==> config.mk <==
export PLATFORM = sky130hd
export DESIGN_NAME = t07_player_move_ctrl
export DESIGN_NICKNAME = d
export VERILOG_FILES = /design/src/rtl/t07_player_pkg.sv /design/src/rtl/t07_btn_edge.sv /design/src/rtl/t07_player_move_ctrl.sv
export SDC_FILE = /design/constraint.sdc
export NUM_CORES = 1
export LEC_CHECK = 0
export BUFFER_PORTS_ARGS = -buffer_cell sky130_fd_sc_hd__buf_4
export CAP_MARGIN = 30
export CORE_UTILIZATION = 55
export DETAILED_ROUTE_END_ITERATION = 7
export GPL_TIMING_DRIVEN = 0
export HOLD_SLACK_MARGIN = 0.15
export PLACE_DENSITY = 0.78
export REMOVE_ABC_BUFFERS = 1
export SYNTH_ARGS = -nofsm -noshare
export SYNTH_HDL_FRONTEND = slang
export SYNTH_SLANG_ARGS = --single-unit
==> constraint.sdc <==
create_clock -name clk -period 3 [get_ports clk]
set_input_delay 0.75 -clock clk [delete_from_list [all_inputs] [get_ports clk]]
set_output_delay 0.75 -clock clk [all_outputs]
set_load 0.01 [all_outputs]
==> src/rtl/t07_player_pkg.sv <==
// t07_player_pkg
// Shared types and constants for the player movement path.
//   dir_t       - decoded button direction (DIR_NONE when no press)
//   mv_state_t  - movement controller states
//   target_t    - candidate cell for a move plus an off-grid flag
//   CELL_SIZE / CELL_PITCH - grid geometry also used by the pixel generator
//   next_cell() - computes the neighbouring cell for a direction
package t07_player_pkg;

  typedef enum logic [2:0] {
    DIR_NONE,
    DIR_UP,
    DIR_DOWN,
    DIR_LEFT,
    DIR_RIGHT
  } dir_t;

  typedef enum logic [1:0] {
    IDLE,
    QUERY,
    WAIT_FRAME
  } mv_state_t;

  typedef struct packed {
    logic       off;
    logic [2:0] x;
    logic [2:0] y;
  } target_t;

  localparam int COORD_W    = 3;
  localparam int CELL_SIZE  = 12;
  localparam int CELL_PITCH = 36;

  // Neighbouring cell for a direction. Coordinates never wrap: a step
  // past any grid edge only raises the off flag and keeps x/y unchanged.
  function automatic target_t next_cell(input dir_t d, input logic [2:0] x,
                                        input logic [2:0] y, input int gw,
                                        input int gh);
    target_t t;
    t.off = 1'b0;
    t.x   = x;
    t.y   = y;
    case (d)
      DIR_UP: begin
        if (y == 3'd0) t.off = 1'b1;
        else t.y = y - 3'd1;
      end
      DIR_DOWN: begin
        if (int'(y) >= gh - 1) t.off = 1'b1;
        else t.y = y + 3'd1;
      end
      DIR_LEFT: begin
        if (x == 3'd0) t.off = 1'b1;
        else t.x = x - 3'd1;
      end
      DIR_RIGHT: begin
        if (int'(x) >= gw - 1) t.off = 1'b1;
        else t.x = x + 3'd1;
      end
      default: t.off = 1'b0;
    endcase
    return t;
  endfunction

endpackage

==> src/rtl/t07_btn_edge.sv <==
// t07_btn_edge
// Rising-edge detector and priority encoder for the four direction buttons.
//   clk, nrst                    - clock, async active-low reset
//   btn_up/down/left/right       - synchronized button levels
//   dir                          - highest-priority new press (up>down>left>right)
//   dir_valid                    - high in the cycle a new press is seen
module t07_btn_edge
  import t07_player_pkg::*;
(
  input  logic clk,
  input  logic nrst,
  input  logic btn_up,
  input  logic btn_down,
  input  logic btn_left,
  input  logic btn_right,
  output dir_t dir,
  output logic dir_valid
);

  logic [3:0] btn_now;
  logic [3:0] hist;
  logic [3:0] rise;

  assign btn_now = {btn_up, btn_down, btn_left, btn_right};

  // History resets to all-ones so a button already held when reset is
  // released is treated as old and never produces a press.
  always_ff @(posedge clk or negedge nrst) begin
    if (!nrst) hist <= 4'b1111;
    else       hist <= btn_now;
  end

  assign rise      = btn_now & ~hist;
  assign dir_valid = |rise;

  // Only one direction survives per cycle; lower-priority edges vanish.
  always_comb begin
    dir = DIR_NONE;
    if (rise[3])      dir = DIR_UP;
    else if (rise[2]) dir = DIR_DOWN;
    else if (rise[1]) dir = DIR_LEFT;
    else if (rise[0]) dir = DIR_RIGHT;
  end

endmodule

==> src/rtl/t07_player_move_ctrl.sv <==
// t07_player_move_ctrl
// Converts button presses into single-cell player moves. Each in-grid move
// is checked against game logic with a valid/ready query and is committed
// only on frame_start so the pixel generator never sees a mid-frame change.
//   clk, nrst                        - clock, async active-low reset
//   btn_up/down/left/right           - synchronized button levels
//   frame_start                      - one-cycle vertical-blank strobe
//   query_valid/query_x/query_y      - occupancy request for target cell
//   query_ready/query_blocked        - game logic answer
//   pos_x, pos_y                     - current player cell
//   moved, bump                      - one-cycle commit / reject pulses
//   busy                             - controller not in IDLE
//   drop_cnt                         - saturating count of presses ignored while busy
module t07_player_move_ctrl
  import t07_player_pkg::*;
#(
  parameter int GRID_W      = 8,
  parameter int GRID_H      = 8,
  parameter int START_X     = 3,
  parameter int START_Y     = 3,
  parameter int QRY_TIMEOUT = 15
) (
  input  logic       clk,
  input  logic       nrst,
  input  logic       btn_up,
  input  logic       btn_down,
  input  logic       btn_left,
  input  logic       btn_right,
  input  logic       frame_start,
  output logic       query_valid,
  output logic [2:0] query_x,
  output logic [2:0] query_y,
  input  logic       query_ready,
  input  logic       query_blocked,
  output logic [2:0] pos_x,
  output logic [2:0] pos_y,
  output logic       moved,
  output logic       bump,
  output logic       busy,
  output logic [7:0] drop_cnt
);

  // Last count value before giving up on the query.
  localparam logic [3:0] TIMEOUT_LAST = 4'(QRY_TIMEOUT - 1);

  dir_t      edge_dir;
  logic      edge_valid;
  mv_state_t state;
  logic [3:0] tcnt;
  target_t   nxt;

  t07_btn_edge u_btn_edge (
    .clk       (clk),
    .nrst      (nrst),
    .btn_up    (btn_up),
    .btn_down  (btn_down),
    .btn_left  (btn_left),
    .btn_right (btn_right),
    .dir       (edge_dir),
    .dir_valid (edge_valid)
  );

  assign nxt = next_cell(edge_dir, pos_x, pos_y, GRID_W, GRID_H);

  // Movement sequencer. query_x/query_y double as the latched target so
  // they stay stable through QUERY and WAIT_FRAME. Ready is honoured ahead
  // of the timeout so an answer on the last allowed cycle still counts.
  // A frame_start arriving with the handshake is not seen here because the
  // commit is only evaluated once the state is WAIT_FRAME.
  always_ff @(posedge clk or negedge nrst) begin
    if (!nrst) begin
      state       <= IDLE;
      pos_x       <= 3'(START_X);
      pos_y       <= 3'(START_Y);
      query_x     <= 3'(START_X);
      query_y     <= 3'(START_Y);
      query_valid <= 1'b0;
      moved       <= 1'b0;
      bump        <= 1'b0;
      busy        <= 1'b0;
      tcnt        <= 4'd0;
    end else begin
      moved <= 1'b0;
      bump  <= 1'b0;
      case (state)
        IDLE: begin
          if (edge_valid) begin
            if (nxt.off) begin
              bump <= 1'b1;
            end else begin
              query_x     <= nxt.x;
              query_y     <= nxt.y;
              query_valid <= 1'b1;
              tcnt        <= 4'd0;
              busy        <= 1'b1;
              state       <= QUERY;
            end
          end
        end
        QUERY: begin
          if (query_valid && query_ready) begin
            query_valid <= 1'b0;
            if (query_blocked) begin
              bump  <= 1'b1;
              busy  <= 1'b0;
              state <= IDLE;
            end else begin
              state <= WAIT_FRAME;
            end
          end else if (tcnt == TIMEOUT_LAST) begin
            query_valid <= 1'b0;
            bump        <= 1'b1;
            busy        <= 1'b0;
            state       <= IDLE;
          end else begin
            tcnt <= tcnt + 4'd1;
          end
        end
        WAIT_FRAME: begin
          if (frame_start) begin
            pos_x <= query_x;
            pos_y <= query_y;
            moved <= 1'b1;
            busy  <= 1'b0;
            state <= IDLE;
          end
        end
        default: begin
          query_valid <= 1'b0;
          busy        <= 1'b0;
          state       <= IDLE;
        end
      endcase
    end
  end

  // Presses that arrive while a move is in flight are discarded, not
  // queued; this counter lets the game observe how many were lost.
  always_ff @(posedge clk or negedge nrst) begin
    if (!nrst) begin
      drop_cnt <= 8'd0;
    end else if (edge_valid && (state != IDLE) && (drop_cnt != 8'hFF)) begin
      drop_cnt <= drop_cnt + 8'd1;
    end
  end

endmodule

==> flow_summary_export.csv <==
group,metric,value,unit
floorplan,num_io_pins,33,
worst_setup_path,crit-reg2reg-launch,"pos_x[0]",
power_and_ir_drop,ir_drop,0.602,mV
timing,finalCritPeriodShare,84.2,%
worst_setup_path,crit_slowest_cell,"nor4_4",
clock_tree,numCtsBuffers,5,
timing,hold_ws,0.339,ns
detailed_routing,vias,1640,
worst_setup_path,reg2reg_slack,0.47,ns
global_routing,grt_max_degree,35,
yosys,synth_area,0.00199,mm²
cells_and_area,drive_gt1_share,30.8,%
worst_setup_path,arrival,2.74,ns
detailed_routing,drc,0,
worst_setup_path,required,3.22,ns
yosys,synthAdderAreaFrac,6.90,%
clock_tree,clock_sinks,34,
global_routing,grt_pass1_vias,1595,
worst_setup_path,worstReg2RegEnd,"query_y[2]",
timing,clock.fmax,0.396,GHz
detailed_routing,totalWireLength,4330,µm
floorplan,fp.coreArea,0.00342,mm²
timing,worst_pin_slew,0.624,ns
yosys,synth_xor_area_share,3.51,%
worst_setup_path,critPathLaunch,"pos_x[0]",
worst_setup_path,ff2ff_path_depth,6,
timing,slew_viol_final,0,
clock_tree,cts_hold_buf,0,
yosys,ys_async_sr_fraction,100,%
place,globalplace.congestion,0.862,
worst_setup_path,crit_chain,"inv_1, ha_1, nor2b_2, a41o_4, nor4_4, mux2_4",
yosys,synth_top_area_cell,"dfrtp_1",
clock_tree,path_clk_slew,0.11,ns
worst_setup_path,cp_max_fo,9,
floorplan,die_x,62.2,µm
cells_and_area,num_antenna_cells,0,
yosys,yosys.area_share.simple,22.3,%
yosys,synth.area.top_cells,"dfrtp_1, dfstp_2, ha_1, xor2_1, nand2_1",
worst_setup_path,crit_path_start_kind,"flop",
place,port_buffers,32,
floorplan,row_count,21,
floorplan,dieArea,0.00387,mm²
timing,finalSetupViolations,0,
detailed_routing,wl_per_cell,16.0,µm
power_and_ir_drop,total_leakage_power,1.02,nW
timing,post-route-worst-setup-slack,0.474,ns
outcome,status,"finished, final reports clean",
yosys,synth_edf_count,0,
timing,finClkSkew,0.0137,ns
yosys,synth_ff_type,"dfrtp_1",
place,dp.cells,262,
power_and_ir_drop,powerDensity,946,mW/mm²
clock_tree,cts_tree,"done",
global_routing,grt_overflow,0,
yosys,yosysSeqAreaShare,43.4,%
worst_setup_path,crit_path_end_kind,"flop",
yosys,netlist_top_cells_count,"dfrtp_1, nand2_1, dfstp_2",
yosys,yosys_warnings,0,
worst_setup_path,endpoint,"query_y[2]",
detailed_routing,drtPass1Iterations,4,
clock_tree,cts-resized-gates,0,
clock_tree,htreeDepth,2,
yosys,synth_top_area_share,27.6,%
yosys,synth_compound_area_share,19.5,%
yosys,synthesis.instances,188,
place,dp_hpwl,3220,µm
run,cap_violations,0,
timing,hold_viol,0,
timing,rsz0062_at_grt,"no",
floorplan,die_h,62.2,µm
yosys,synth_cell_types,55,
yosys,synthMuxAreaShare,1.82,%
detailed_routing,ant_nets,0,
timing,setup_tns,0,ns
timing,period_needed,2.53,ns
cells_and_area,areaGrowthSynthToFinish,17.1,%
floorplan,start_util,58.4,%
clock_tree,cts_max_path_buffers,2,
min_path,worstHoldPathType,"in -> async",
detailed_routing,vias_per_cell,6.07,
yosys,yosysMostFrequentCell,"dfrtp_1",
worst_setup_path,critical_path_class,"reg -> reg",
clock_tree,cts_setup_buffers,0,
yosys,synth-seq-cells,34,
global_routing,antenna_found_initial,0,
global_routing,grt_pass1_wl,7300,µm
detailed_routing,drt_iter0_markers,71,
worst_setup_path,slowest_delay,0.61,ns
yosys,syn_area_per_cell,10.6,µm²
clock_tree,clk_latency,0.33,ns
yosys,synth_top_family_by_area,"simple AND/OR/NAND/NOR gates",
cells_and_area,layout.nets,243,
place,dp_slack,0.519,ns
global_routing,grt_usage,24.0,%
timing,relSlewSlack,58.1,%
cells_and_area,fin_cells,270,
clock_tree,cts_root_buf,"clkbuf_4",
-- flip-flops by register name, indices dropped and copies added (netlist names) --
signal	cells
drop_cnt	8
tcnt	4
u_btn_edge.hist	4
pos_x	3
pos_y	3
query_x	3
query_y	3
state	2
bump	1
busy	1
moved	1
query_valid	1
-- through the flow --
stage / power [mW] / utilization (%) / area [µm²]
floorplan: 1.52 / - / 1980
global placement: 1.90 / 66.6 / 2280
detailed placement: 1.95 / 66.6 / 2280
CTS: 2.22 / 68.4 / 2340
global route: 2.38 / 68.4 / 2340
finish: 2.21 / 68.4 / 2340
-- worst min path at each step --
| stage | from | endpoint | cells after the start | slack [ns] |
|---|---|---|---|---|
| final | nrst | moved | 1 | 0.34 |
| after global placement | query_y[2] | pos_y[2] | 2 | 0.48 |
| after global routing | nrst | moved | 1 | 0.36 |
| after detailed placement | query_x[0] | pos_x[0] | 2 | 0.49 |
| after floorplan | nrst | bump | 0 | 0.45 |
| after CTS | nrst | moved | 1 | 0.35 |
-- cells in the final DEF (no fill, tap or decap), drive strengths merged, types with 6 or more instances in the layout --
cell	instances
a31oi	6
inv	9
clkbuf	7
buf	32
dfrtp	22
xor2	8
o21ai	8
nand2	16
nor4	6
dfstp	12
ha	11
nand3	8
nor2	6
-- power breakdown --
| part | internal [mW] | switching, mW |
|---|---|---|
| Clock | 0.114 | 0.154 |
| Sequential | 0.679 | 0.215 |
| Combinational | 0.505 | 0.544 |
-- final cells by class --
| type | instances | area, µm² |
|---|---|---|
| Clock buffer | 7 | 55.1 |
| Tap cell | 46 | 57.6 |
| Multi-Input combinational cell | 141 | 1080 |
| Inverter | 9 | 33.8 |
| Fill cell | 280 | 1080 |
| Clock inverter | 1 | 5.00 |
| Sequential cell | 34 | 866 |
| Timing Repair Buffer | 32 | 240 |
-- routing by layer --
metal	global-route usage [%]	up-vias	wire, µm
met5	0	-	0
li1	-	786	-
met3	6.25	8	179
met4	6.69	0	46
met1	30.6	798	1870
met2	40.1	48	2230
-- worst max-delay path: cells and delay by family (launching register included) --
kind | cells | cell delay [ns]
buffers and inverters | 1 | 0.11
adder cells (fa/ha/maj) | 1 | 0.22
AO/OA/AOI/OAI | 1 | 0.32
flip-flops | 1 | 0.60
multiplexers | 1 | 0.35
AND/OR/NAND/NOR | 2 | 0.81
-- cell families after synthesis --
group | count (synthesis)
xor+xnor | 8
fa+ha+maj | 11
compound gates | 47
simple gates | 72
flops | 34
mux | 3
buf+inv | 13
No activity file was read; power rests on OpenSTA's default activity.
